[src/rtl/miss_counter_pkg.sv]
// Shared definitions for the branch-misprediction statistics counter.
package miss_counter_pkg;

  // Default counter width used when the top is instantiated without overrides.
  localparam int MISS_CNT_WIDTH = 16;

  // Widest counter the all-ones helper can describe.
  localparam int MISS_CNT_MAX_WIDTH = 32;

  // All-ones value for a counter of the given width, zero-extended to 32 bits.
  function automatic logic [MISS_CNT_MAX_WIDTH-1:0] all_ones(input int width);
    if (width >= MISS_CNT_MAX_WIDTH) begin
      return '1;
    end
    return (32'd1 << width) - 32'd1;
  endfunction

endpackage

[src/rtl/miss_counter_if.sv]
// Miss strobe and statistics readout between the branch predictor and the counter.
interface miss_counter_if
  import miss_counter_pkg::*;
#(
  parameter int WIDTH = MISS_CNT_WIDTH
);

  logic             MISS;
  logic [WIDTH-1:0] MISSES;
  logic             SATURATED;

  // Predictor / tooling side: raises misses, reads the statistics.
  modport master (
    output MISS,
    input  MISSES,
    input  SATURATED
  );

  // Counter side: samples misses, publishes the statistics.
  modport slave (
    input  MISS,
    output MISSES,
    output SATURATED
  );

endinterface

[src/rtl/miss_counter_sat_incr.sv]
// Combinational saturating incrementer: adds one when enabled, never wraps past all-ones.
module sat_incr #(
  parameter int WIDTH = 16
) (
  input  logic [WIDTH-1:0] value,
  input  logic             en,
  output logic [WIDTH-1:0] next,
  output logic             at_max
);

  logic [WIDTH:0] sum;

  // The carry out of value+1 is set exactly when value is all-ones.
  assign sum    = {1'b0, value} + {{WIDTH{1'b0}}, 1'b1};
  assign at_max = sum[WIDTH];

  // Hold the value when disabled or already at the ceiling.
  assign next = (en && !at_max) ? sum[WIDTH-1:0] : value;

endmodule

[src/rtl/miss_counter.sv]
// Branch-misprediction statistics counter: counts cycles with MISS high, saturating,
// with a sticky flag once the count reaches all-ones.
module miss_counter
  import miss_counter_pkg::*;
#(
  parameter int WIDTH = MISS_CNT_WIDTH
) (
  input  logic         CLOCK,
  input  logic         INIT,
  miss_counter_if.slave bus
);

  localparam logic [WIDTH-1:0] MAX_COUNT = WIDTH'(all_ones(WIDTH));

  logic [WIDTH-1:0] misses_q;
  logic             saturated_q;
  logic [WIDTH-1:0] next_count;
  logic             at_max;
  logic             miss_valid;

  // An unknown or floating strobe counts as no miss so the total never goes X.
  assign miss_valid = (bus.MISS === 1'b1);

  sat_incr #(
    .WIDTH(WIDTH)
  ) u_sat_incr (
    .value  (misses_q),
    .en     (miss_valid),
    .next   (next_count),
    .at_max (at_max)
  );

  // Count register and sticky flag; INIT wins over MISS on the same edge.
  always_ff @(posedge CLOCK) begin
    if (INIT) begin
      misses_q    <= '0;
      saturated_q <= 1'b0;
    end else begin
      misses_q    <= next_count;
      saturated_q <= saturated_q | at_max | (next_count == MAX_COUNT);
    end
  end

  assign bus.MISSES    = misses_q;
  assign bus.SATURATED = saturated_q;

endmodule

[src/flat_wrapper.sv]
// flat-port wrapper written by rule: the top's interface ports become plain ports
module miss_counter_flat import miss_counter_pkg::*;
#(
  parameter int WIDTH = MISS_CNT_WIDTH
)
  (CLOCK, INIT, bus_MISS, bus_MISSES, bus_SATURATED);
  miss_counter_if #(.WIDTH(WIDTH)) bus_i ();
  input  logic CLOCK;
  input  logic INIT;
  input wire logic [$bits(bus_i.MISS)-1:0] bus_MISS;
  output wire logic [$bits(bus_i.MISSES)-1:0] bus_MISSES;
  output wire logic [$bits(bus_i.SATURATED)-1:0] bus_SATURATED;
  assign bus_i.MISS = bus_MISS;
  assign bus_MISSES = bus_i.MISSES;
  assign bus_SATURATED = bus_i.SATURATED;
  miss_counter #(.WIDTH(WIDTH)) u_core (.CLOCK(CLOCK), .INIT(INIT), .bus(bus_i));
endmodule
[config.mk]
export PLATFORM = sky130hd
export DESIGN_NAME = miss_counter_flat
export DESIGN_NICKNAME = d
export VERILOG_FILES = /design/src/rtl/miss_counter_pkg.sv /design/src/rtl/miss_counter_if.sv /design/src/rtl/miss_counter_sat_incr.sv /design/src/rtl/miss_counter.sv /design/src/flat_wrapper.sv
export SDC_FILE = /design/constraint.sdc
export NUM_CORES = 1
export LEC_CHECK = 0
export CAP_MARGIN = 20
export CORE_MARGIN = 2
export CORE_UTILIZATION = 49
export CTS_CLUSTER_SIZE = 24
export DETAILED_ROUTE_END_ITERATION = 12
export PLACE_DENSITY = 0.86
export SLEW_MARGIN = 20
export SYNTH_ARGS = -nofsm -noshare
export SYNTH_HDL_FRONTEND = slang
export SYNTH_HIERARCHICAL = 1
export SYNTH_SLANG_ARGS = --single-unit
[constraint.sdc]
create_clock -name CLOCK -period 2.6 [get_ports CLOCK]
set_input_delay 0.26 -clock CLOCK [delete_from_list [all_inputs] [get_ports CLOCK]]
set_output_delay 0.26 -clock CLOCK [all_outputs]
set_load 0.01 [all_outputs]
==> metrics.log <==
[metrics] status: completed
[metrics] number of global-route vias before repair: 698
[metrics] Worst-Margin Slew: 589 ps
[metrics] overall die area: 2270 um^2
[metrics] CTS root buf: sky130_fd_sc_hd__clkbuf_4
[metrics] residual overflow from global routing: 0
[metrics] Layout Utilization: between 60 and 70%
[metrics] global-route wire length before repair: 3260 um
[metrics] top cell type's share of synthesized area: 36.5%
[metrics] synthesized cell area: 932 um^2
[metrics] cell type with the highest occurrence count on the critical path: sky130_fd_sc_hd__nand4_1
[metrics] required time at the worst-slack endpoint: 2810 ps
[metrics] Synth Instances: between 90 and 100
[metrics] reg2reg start: u_core/bus.MISSES[12]
[metrics] DRC violation count after routing: 0
[metrics] path depth of the worst reg2reg path: 7
[metrics] area of the multi-input gates: between 500 and 600 um^2
[metrics] vias per cell: roughly 5.5
[metrics] setup TNS after final layout: 0 ps
[metrics] clock insertion delay at the later pin of the skew report: approximately 280 ps
[metrics] endpoint of the worst hold-timing path: u_core/bus.SATURATED
[metrics] kind of start point of the critical path: flop
[metrics] primary flip-flop cell chosen by synthesis mapping: sky130_fd_sc_hd__dfxtp_1
[metrics] Vert. Die Dim: ~48 um
[metrics] I/O Buffers: 19
[metrics] Worst Min Path Start: u_core/bus.SATURATED
[metrics] routability congestion estimate from global placement: 0.787
[metrics] Reg2Reg Capture Point: u_core/bus.SATURATED
[metrics] Layout Area Growth over Synthesis: 27.9%
[metrics] overall via count from detail_route: roughly 800
[metrics] Layout Skew: between 2 and 3 ps
[metrics] H-tree Lvls: 1
[metrics] Max-slew headroom: 60.6%
[metrics] fraction of final layout cells sized beyond drive strength 1: around an eighth
[metrics] number of top-level pins: 20
[metrics] Post-synth EDFFs: 0
[metrics] initial cell density of the core: a little over half
[metrics] P_leak: 0.483 nW
[metrics] number of design-rule violations left by the first detailed-router iteration: 39
[metrics] maximum clock insertion buffer count: 2
[metrics] async set-or-reset flop fraction in the synthesized netlist: 0%
[metrics] mean cell area of the mapped netlist: slightly below 10 um^2
[metrics] Reg area: around 340 um^2
[metrics] number of nets produced by synthesis: between 100 and 150
[metrics] clock sinks: 17
[metrics] worst setup path start: u_core/bus.MISSES[12]
[metrics] iteration count of the initial detailed-routing pass: 4
[metrics] kind of cell with the highest combined delay on the critical path: simple AND/OR/NAND/NOR gates
[metrics] unrepaired setup endpoints after global routing: false
[metrics] floorplan die width: 47.6 um
[metrics] Synthesis Warnings: 6
[metrics] CTS tree: built
[metrics] maximum vdd ir drop: between 0.3 and 0.4 mV
[metrics] max incr delay on CP: 530 ps
[metrics] # rows: 15
[metrics] sequential-to-total area share from yosys stat: a little over a third
[metrics] core box area: approximately 1800 um^2
[metrics] critical path class: flop to flop
[metrics] CP Cell Sequence: nand4_1 > nor4_4 > nor4_1 > xor2_1 > nand4_1 > or4_1 > a21oi_1
[metrics] Buf+Inv Stages, Crit Path: 0
[metrics] crit-path max FO: 7
[metrics] Tcrit/Tclk final: between 90% and 100%
[metrics] power density over cell area: 366 nW/um^2
[metrics] fill cell instance count of the final layout: 142
[metrics] largest area contributor in the netlist: sky130_fd_sc_hd__dfxtp_1
[metrics] final worst path period need: 2400 ps
[metrics] depth of the worst hold-timing path: 2
[metrics] leading cell types by total area after synthesis: sky130_fd_sc_hd__dfxtp_1 (37%), sky130_fd_sc_hd__nor2b_1 (11%), sky130_fd_sc_hd__xor2_1 (7.5%), sky130_fd_sc_hd__nand4_4 (4.6%), sky130_fd_sc_hd__nor4_4 (4.6%)
[metrics] Detail Route Antenna Nets: 0
[metrics] Tot GR Track Use: 21.1%
[metrics] number of library cell types mapped by synthesis: 28
[metrics] cts bufs inserted: 3
[metrics] highest attainable clock frequency: about 0.42 GHz
[metrics] number of hold-slack violations in the final timing report: 0
[metrics] total setup violations reported at the end of the flow: 0
[metrics] Antenna Diode Count: 0
[metrics] max-slew violation total from the final report: 0
[metrics] type of destination of the critical path: flop
[metrics] number of synthesized register bits: 17
[metrics] number of antenna violations at the first check in global routing: 0
[metrics] largest net degree at the start of global routing: 18
[metrics] arrival time reported for the critical path endpoint: 2610 ps
[metrics] WHS: 521 ps
[metrics] wire length after detailed routing: between 1500 and 2000 um
[metrics] maxcap violations: 0
[metrics] Post-layout nets: roughly 130
[metrics] clock-pin slew on the worst setup and hold paths: roughly 90 ps
[metrics] Slowest-stage cell, CP: sky130_fd_sc_hd__or4_1
[metrics] total setup buffers inserted after CTS: 0
[metrics] average wire length per cell after detail routing: roughly 13 um
[metrics] HP Class: flop to flop
[metrics] setup slack, reg-to-reg: 200 ps
[metrics] detailed placement HPWL: 1440 um
==> placed cells by master (no fill, tap or decap), types with 2 or more instances in the layout <==
master	instances
sky130_fd_sc_hd__nor2b_1	16
sky130_fd_sc_hd__nand4_1	6
sky130_fd_sc_hd__mux2_1	2
sky130_fd_sc_hd__and4_1	2
sky130_fd_sc_hd__nor4_4	2
sky130_fd_sc_hd__dfxtp_1	17
sky130_fd_sc_hd__a21oi_1	3
sky130_fd_sc_hd__nand3_1	4
sky130_fd_sc_hd__nand2_1	6
sky130_fd_sc_hd__nor2_1	9
sky130_fd_sc_hd__nand4_4	2
sky130_fd_sc_hd__nor4_1	3
sky130_fd_sc_hd__xor2_1	8
sky130_fd_sc_hd__mux2_2	2
sky130_fd_sc_hd__clkbuf_4	3
sky130_fd_sc_hd__xnor2_1	2
sky130_fd_sc_hd__clkdlybuf4s50_1	19
==> through the flow <==
stage          std cells  power [mW]  setup WS [ps]  instance area [um^2]
6_report             145       0.436            200                  1190
5_1_grt              145       0.461           17.6                  1190
4_1_cts              145       0.440            232                  1180
3_5_place_dp         141       0.304           68.2                  1160
3_3_place_gp         141       0.302            187                  1160
2_1_floorplan         97       0.287            464                   932
==> final cells by class <==
class	count	area share [%]
clock buffer	4	2.20
inverter	1	0.315
multi-input combinational	78	49.7
sequential	17	28.5
tap	25	2.62
timing repair buffer	20	16.6
==> tightest hold or removal path, stage by stage, from the launching register on <==
cell and delay, ps:
sky130_fd_sc_hd__dfxtp_1 340, sky130_fd_sc_hd__nor2_1 80, sky130_fd_sc_hd__a21oi_1 70
==> Yosys cell counts, drive strengths merged, types with 2 or more instances <==
cell    number
mux2         4
nor2b       16
xnor2        2
nor4         5
a21oi        3
nor2         9
nand2b       2
dfxtp       17
and4         2
nand2        6
xor2         8
nand4        8
nand3        5
==> layer usage <==
layer / share of wire, % / vias to the layer above / track usage, %
li1: - / 396 / -
met1: 46 / 377 / 30.9
met2: 47 / 29 / 28.9
met3: 6.7 / 2 / 5.28
met4: 0.63 / 0 / 9.73
met5: 0 / - / 0
==> cell families after synthesis <==
family / count (synthesis) / synth area share (%)
fa+ha+maj: 1 / 1.34
compound gates: 5 / 3.49
flops: 17 / 36.5
simple gates: 58 / 43.6
xor+xnor: 10 / 9.40
buf+inv: 2 / 0.805
mux: 4 / 4.83
==> sequential cells by signal, indices dropped and copies added (netlist names) <==
register / count
u_core/bus.MISSES: 16
u_core/bus.SATURATED: 1
==> worst max path at each step <==
stage	end	slack [ps]	depth (start not counted)
CTS	u_core/bus.SATURATED	230	8
global route	u_core/bus.SATURATED	20	7
finish	u_core/bus.SATURATED	200	7
floorplan	u_core/bus.SATURATED	460	8
global placement	u_core/bus.SATURATED	190	8
detailed placement	u_core/bus.SATURATED	70	8
==> repair_timing <==
action	4_1_cts	5_1_grt
gates resized for setup	0	1
setup endpoints to repair	0	1
hold buffers	0	0
==> power by group <==
group          internal [mW]  switching (mW)
clock                 0.0596          0.0785
combinational         0.0156          0.0154
sequential             0.264         0.00358
Power figures use the tool's default switching activity.
